--- config.mk ---
export PLATFORM = sky130hd
export DESIGN_NAME = output_deskewer
export DESIGN_NICKNAME = d
export VERILOG_FILES = /design/src/rtl/output_deskewer.sv
export SDC_FILE = /design/constraint.sdc
export NUM_CORES = 1
export LEC_CHECK = 0
export ABC_AREA = 1
export ABC_CLOCK_PERIOD_IN_PS = 11100
export CORE_MARGIN = 2
export CORE_UTILIZATION = 48
export DETAILED_ROUTE_END_ITERATION = 7
export MAX_ROUTING_LAYER = met4
export PLACE_DENSITY = 0.71
export SLEW_MARGIN = 20
export SYNTH_ARGS = -nofsm -noshare
export SYNTH_HDL_FRONTEND = slang
export SYNTH_SLANG_ARGS = --single-unit
export TNS_END_PERCENT = 30
--- constraint.sdc ---
create_clock -name clk -period 11.1 [get_ports clk]
set_input_delay 2.22 -clock clk [delete_from_list [all_inputs] [get_ports clk]]
set_output_delay 2.22 -clock clk [all_outputs]
set_load 0.01 [all_outputs]
--- src/rtl/output_deskewer.sv ---
// Realigns skewed systolic-array column outputs into row-parallel words and buffers them in a small FIFO.
// Optional build macro OUTPUT_DESKEWER_DROP_CNT_EN adds a saturating drop_count output that drives overflow.
module output_deskewer #(
    parameter int MATRIX_SIZE = 2,
    parameter int DATA_SIZE   = 32,
    parameter int FIFO_DEPTH  = 4
) (
    input  logic                                  clk,
    input  logic                                  reset,
    input  logic                                  enable_in,
    input  logic [MATRIX_SIZE-1:0][DATA_SIZE-1:0] data_skewed_in,
    input  logic                                  valid_skewed_in,
    input  logic                                  ready_in,
    output logic [MATRIX_SIZE-1:0][DATA_SIZE-1:0] data_out,
    output logic                                  valid_out,
    output logic [$clog2(FIFO_DEPTH+1)-1:0]       fifo_count,
    output logic                                  overflow
`ifdef OUTPUT_DESKEWER_DROP_CNT_EN
    ,
    output logic [7:0]                            drop_count
`endif
);

    localparam int PW = (FIFO_DEPTH > 1) ? $clog2(FIFO_DEPTH) : 1;
    localparam int CW = $clog2(FIFO_DEPTH+1);

    logic [MATRIX_SIZE-1:0][DATA_SIZE-1:0] aligned_data;
    logic                                  aligned_valid;

    // Column i needs MATRIX_SIZE-1-i stages; the last column passes straight through.
    for (genvar i = 0; i < MATRIX_SIZE; i++) begin : g_col
        localparam int D = MATRIX_SIZE - 1 - i;
        if (D == 0) begin : g_thru
            assign aligned_data[i] = data_skewed_in[i];
        end else begin : g_dl
            logic [DATA_SIZE-1:0] stage [D];
            always_ff @(posedge clk) begin
                if (!reset) begin
                    for (int k = 0; k < D; k++) stage[k] <= '0;
                end else if (enable_in) begin
                    stage[0] <= data_skewed_in[i];
                    for (int k = 1; k < D; k++) stage[k] <= stage[k-1];
                end
            end
            assign aligned_data[i] = stage[D-1];
        end
    end

    if (MATRIX_SIZE == 1) begin : g_vthru
        assign aligned_valid = valid_skewed_in;
    end else begin : g_vdl
        logic vstage [MATRIX_SIZE-1];
        always_ff @(posedge clk) begin
            if (!reset) begin
                for (int k = 0; k < MATRIX_SIZE-1; k++) vstage[k] <= 1'b0;
            end else if (enable_in) begin
                vstage[0] <= valid_skewed_in;
                for (int k = 1; k < MATRIX_SIZE-1; k++) vstage[k] <= vstage[k-1];
            end
        end
        assign aligned_valid = vstage[MATRIX_SIZE-2];
    end

    logic [MATRIX_SIZE-1:0][DATA_SIZE-1:0] mem [FIFO_DEPTH];
    logic [PW-1:0] rd_ptr;
    logic [PW-1:0] wr_ptr;
    logic [CW-1:0] count;
    logic          full;
    logic          push;
    logic          pop;
    logic          wr_en;
    logic          drop;

    function automatic logic [PW-1:0] next_ptr(input logic [PW-1:0] p);
        return (p == PW'(FIFO_DEPTH-1)) ? '0 : p + PW'(1);
    endfunction

    assign full      = (count == CW'(FIFO_DEPTH));
    assign valid_out = (count != '0);
    assign push      = aligned_valid & enable_in;
    assign pop       = valid_out & ready_in;
    // A simultaneous pop frees the slot, so a full FIFO still accepts the row.
    assign wr_en     = push & (~full | pop);
    assign drop      = push & full & ~pop;

    assign fifo_count = count;
    assign data_out   = valid_out ? mem[rd_ptr] : '0;

    always_ff @(posedge clk) begin
        if (reset && wr_en) mem[wr_ptr] <= aligned_data;
    end

    always_ff @(posedge clk) begin
        if (!reset) begin
            rd_ptr <= '0;
            wr_ptr <= '0;
            count  <= '0;
        end else begin
            if (wr_en) wr_ptr <= next_ptr(wr_ptr);
            if (pop)   rd_ptr <= next_ptr(rd_ptr);
            unique case ({wr_en, pop})
                2'b10:   count <= count + CW'(1);
                2'b01:   count <= count - CW'(1);
                default: count <= count;
            endcase
        end
    end

`ifdef OUTPUT_DESKEWER_DROP_CNT_EN
    always_ff @(posedge clk) begin
        if (!reset) begin
            drop_count <= 8'd0;
        end else if (drop && drop_count != 8'hff) begin
            drop_count <= drop_count + 8'd1;
        end
    end
    assign overflow = (drop_count != 8'd0);
`else
    always_ff @(posedge clk) begin
        if (!reset) begin
            overflow <= 1'b0;
        end else if (drop) begin
            overflow <= 1'b1;
        end
    end
`endif

endmodule

* Word-level counts from Yosys, hierarchy flattened
Memories as Yosys holds them, arrays and structs flattened. A register that Yosys moved wholly into a read port is not among the register bits.
Cells that the tools add are included.
** Operators by class
- $add $sub $neg :: 4
- Eq/ne operators :: 5
- Muxes and demuxes :: 16
- Bitwise logic cells :: 8
- Reduce and logical (&&, ||, !) cells :: 5
** Operator list (count)
- 64-bit 2-to-1 mux :: 1
- 32-bit 2-to-1 mux :: 1
- 32-bit OR reduction :: 1
- 1-bit 2-to-1 mux :: 9
- 2-bit 2-to-1 mux :: 4
- 2-bit equality test, second input constant :: 3
- 3-bit one-hot mux with 2 select lines :: 1
- 1-bit AND :: 5
- 2-bit by 1-bit adder with 2-bit output, second input constant :: 2
- 3-bit by 1-bit adder with 3-bit output, second input constant :: 1
- 3-bit equality test, second input constant :: 1
- 3-bit nonzero test :: 1
- 3-bit by 1-bit subtractor with 3-bit output, second input constant :: 1
- 2-bit by 1-bit equality test with 1-bit output, second input constant :: 1
- 1-bit NOT :: 2
- 2-bit nonzero test :: 1
- 1-bit logical AND :: 1
- 1-bit OR :: 1
- 1-bit OR reduction :: 1
** Word-level totals
- Flip-flop bits (word level) :: 8
- Memory bits (writable) :: 289
- Input port bits :: 69
- Logic and storage cells :: 45
- Memories :: 3
** Memories
- mem :: words 4, bits a word 64, rd ports 1, clocked after memory_dff 1, wr ports 1, line 64 : logic [MATRIX_SIZE-1:0][DATA_SIZE-1:0] mem [FIFO_DEPTH];
- g_col[0].g_dl.stage :: words 1, bits a word 32, rd ports 1, clocked after memory_dff 0, wr ports 1, line 36 : logic [DATA_SIZE-1:0] stage [D];
- g_vdl.vstage :: words 1, bits a word 1, rd ports 1, clocked after memory_dff 0, wr ports 1, line 52 : logic vstage [MATRIX_SIZE-1];

* Longest topological paths before layout
- Depth after elaboration :: 7
- Gate-level depth with buffers :: 10
- Mapped depth without buffers :: 10

* Worst setup path before layout
No wires, ideal clock.
- Kind :: in2reg
- Start point :: input port reset
- End point :: memory mem[0][0] (netlist bit), enable pin
- Setup time :: 0.487 ns
- Arrival time :: 5.315 ns
- Required time :: 10.613 ns
- Path slack :: 5.299 ns
- Stages on the path :: 3
- Cells stage by stage :: clkbuf_1 -> nand3_1 -> nor2_1
** Between the ends
- Cells in the longest elaborated chain, start to end :: 3
** Ends and longest elaborated chain
- from (decl) :: line 9 : input logic reset,
- 1-bit logical AND :: line 90 : if (reset && wr_en) mem[wr_ptr] <= aligned_data;
- 1-bit 2-to-1 mux :: line 90
- 1-bit 2-to-1 mux (not written as such) :: line 90
- to (decl) :: line 64
No other way between the ends.

==> flow_metrics.py <==
metrics = {
    "run_status": {
        "status": "finished, final reports clean",
    },
    "clock_tree": {
        "cts_repair_resize_count": 0,
        "ctsRootBufferMaster": "clkbuf_16",
        "path_clk_slew_ns": 0.06,
        "clock_latency_ns": 0.55,
        "post_cts_buffers": 0,
        "htreeDepth": 1,
        "cts_buffers": 30,
        "postCtsHoldBufs": 0,
        "cts_tree": "built",
        "clock-sinks": 299,
        "cts_max_path_buffers": 3,
    },
    "floorplanning": {
        "die_area_um2": 25640,
        "start_util_pct": 48.54,
        "pin_count": 138,
        "std_cell_rows": 57,
        "coreArea_um2": 24110,
        "die_h_um": 160.1,
        "die_w_um": 160.1,
    },
    "power": {
        "p_per_area_nw_per_um2": 212.8,
        "power.leakage_nw": 5.071,
        "p_int_mw": 2.271,
        "vdd_drop_max_uv": 128.8,
        "power_switching_mw": 0.8019,
        "clkPwrFrac_pct": 38.0,
        "seq_power_share_pct": 42.3,
        "netSwitchingFraction_pct": 26.09,
        "power_frac_comb_pct": 19.7,
    },
    "synth": {
        "ys_async_sr_fraction_pct": 0,
        "yosys.area.top_type": "edfxtp_1",
        "yosysTopAreaCellShare_pct": 74.17,
        "avgSynthCellArea_um2": 12.58,
        "synth_ff_type": "edfxtp_1",
        "synthMostInstantiatedCell": "nor2_1",
        "synth_edf_count": 289,
        "synthesis.nets": 1005,
        "ys_top_cells_by_count": "nor2_1, edfxtp_1, o21ai_0",
        "ys_seq_area_share_pct": 75.88,
        "synth_warnings": 0,
        "yosys-top-cells-area": "edfxtp_1, nor2_1, o21ai_0",
        "ys_ff_latch": 299,
        "syn_inst": 930,
        "synthesis.area_um2": 11700,
        "ys_types": 21,
    },
    "final_layout": {
        "nNetsFinal": 1133,
        "fin_util_pct": 59.91,
        "fin_cells": 1406,
        "fillers": 1939,
        "regArea_um2": 8884,
        "antenna_cells": 0,
        "area_growth_syn_to_layout_pct": 23.43,
        "multi_input_comb_area_um2": 2350,
        "drive_gt1_share_pct": 6.839,
    },
    "worst_setup_path": {
        "crit_type": "reg -> out",
        "startpoint_type": "flip-flop",
        "critPathMaxFanout": 82,
        "rr_endpoint": "mem[3][56]",
        "setup.worst_path.end": "data_out[13]",
        "cp-end-kind": "output port",
        "worstReg2RegStart": "fifo_count[1]",
        "worstPathArrival_ns": 3.52,
        "cp_data_required_time_ns": 8.88,
        "rrSetupSlack_ns": 8.79,
        "ff2ff_path_depth": 5,
    },
    "route": {
        "detail-route-antenna-nets": 0,
        "viasPerCell": 5.149,
        "wirelength_um": 24450,
        "drtPass1Iterations": 8,
        "wl_per_cell_um": 17.39,
        "drt-initial-drc-count": 610,
        "num_vias": 7240,
        "drc": 0,
    },
    "timing": {
        "rsz0062_at_grt": "no",
        "whs_ns": 0.4687,
        "hold_viol_final": 0,
        "fmax_mhz": 174.1,
        "tns_ns": 0,
        "fin_skew_ns": 0.007390,
        "setup_viol": 0,
        "slew_viol_final": 0,
        "max-slew-margin-rel_pct": 33.55,
        "worst_pin_slew_ns": 0.9968,
        "finalCritPeriodShare_pct": 51.74,
        "period_needed_ns": 5.743,
    },
    "global_routing": {
        "grt_max_degree": 83,
        "antenna_found_initial": 0,
        "grt_usage_pct": 19.43,
        "grt_pass1_wl_um": 38090,
        "grt_pass1_vias": 7140,
        "grt_overflow_total": 0,
    },
    "min_path": {
        "hold_class": "reg -> reg",
    },
    "placed_design": {
        "dp.cells": 1350,
        "gp_congestion": 0.7630,
        "dpl.hpwl_um": 12860,
        "portBuffers": 137,
    },
    "run": {
        "cap_violations": 0,
    },
}
==> power groups by stage <==
| stage | combinational (mW) | sequential (mW) | clock [mW] |
|---|---|---|---|
| global route | 0.665 | 1.30 | 1.22 |
| floorplan | 0.342 | 1.31 | 0 |
| global placement | 0.603 | 1.32 | 0 |
| detailed placement | 0.608 | 1.32 | 0 |
| CTS | 0.614 | 1.30 | 1.18 |
| finish | 0.606 | 1.30 | 1.17 |
==> registers in the layout, summed over array words and instances, names as in the netlist, named ones only <==
name,flops
fifo_count,3
g_col.g_dl.stage,32
g_vdl.vstage,1
mem,256
overflow,1
rd_ptr,2
wr_ptr,2
==> worst max-delay path, cell delays in order (launching register included) <==
cell and delay, ns:
dfxtp_4 0.72, clkinv_2 0.65, buf_4 0.58, o21ai_0 0.28
a21oi_1 0.13, clkdlybuf4s50_1 0.53
==> layout make-up <==
class / count / area share (%)
multi-input cells: 528 / 16.27
clock inverters: 22 / 2.590
clock buffers: 34 / 5.449
well taps: 324 / 2.807
flip-flops and latches: 299 / 61.51
inverters: 52 / 1.360
repair buffers: 147 / 10.01
==> worst min-delay path by stage <==
stage / end / depth (start not counted) / from
6_report: overflow / 1 / overflow
5_1_grt: overflow / 1 / overflow
4_1_cts: overflow / 1 / overflow
3_5_place_dp: overflow / 1 / overflow
3_3_place_gp: overflow / 1 / overflow
2_1_floorplan: mem[0][0] / 0 / g_col[0].g_dl.stage[0][0]
==> stage by stage <==
stage | worst slack (ns) | power [mW] | instance area (µm²)
after detailed placement | 5.921 | 1.933 | 13280
final | 5.357 | 3.073 | 14440
after global placement | 5.992 | 1.926 | 13280
after global routing | 5.066 | 3.192 | 14440
after CTS | 5.320 | 3.093 | 14440
after floorplan | 5.299 | 1.650 | 11700
==> cells in the final DEF, fill, tap and decap left out <==
| cell | n |
|---|---|
| ha_1 | 5 |
| dfxtp_2 | 1 |
| nand2_1 | 7 |
| nand2_2 | 3 |
| o21ai_1 | 10 |
| dfxtp_1 | 8 |
| fa_1 | 1 |
| o211a_1 | 1 |
| nand3_1 | 5 |
| clkbuf_1 | 3 |
| a21oi_1 | 67 |
| inv_6 | 2 |
| inv_2 | 2 |
| nor2_1 | 299 |
| nor2_4 | 4 |
| inv_1 | 49 |
| bufinv_16 | 10 |
| clkinvlp_4 | 3 |
| nand4_1 | 1 |
| clkdlybuf4s50_1 | 137 |
| buf_4 | 10 |
| edfxtp_1 | 289 |
| clkinv_1 | 1 |
| dfxtp_4 | 1 |
| clkinv_2 | 7 |
| clkbuf_16 | 31 |
| o21ai_0 | 124 |
| o21a_1 | 1 |
==> routing by layer <==
| metal | GRT usage [%] | wire [µm] | vias to the layer above | part of all wire (%) |
|---|---|---|---|---|
| li1 | - | - | 3484 | - |
| met1 | 25.53 | 10540 | 3490 | 43 |
| met2 | 32.41 | 12090 | 231 | 49 |
| met3 | 2.597 | 1392 | 35 | 5.7 |
| met4 | 4.914 | 425 | 0 | 1.7 |
| met5 | - | 0 | - | 0 |
==> cell families (layout without fill, tap and decap cells) <==
kind of cell | after synthesis | count (layout) | share of synthesized area (%)
adders and majority gates | 6 | 6 | 0.7057
buffers and inverters | 103 | 255 | 4.320
DFF | 299 | 299 | 75.88
AOI/OAI and AO/OA | 203 | 203 | 8.747
and+or+nand+nor | 319 | 319 | 10.35
Note: power is estimated with default switching activity, not from simulation.
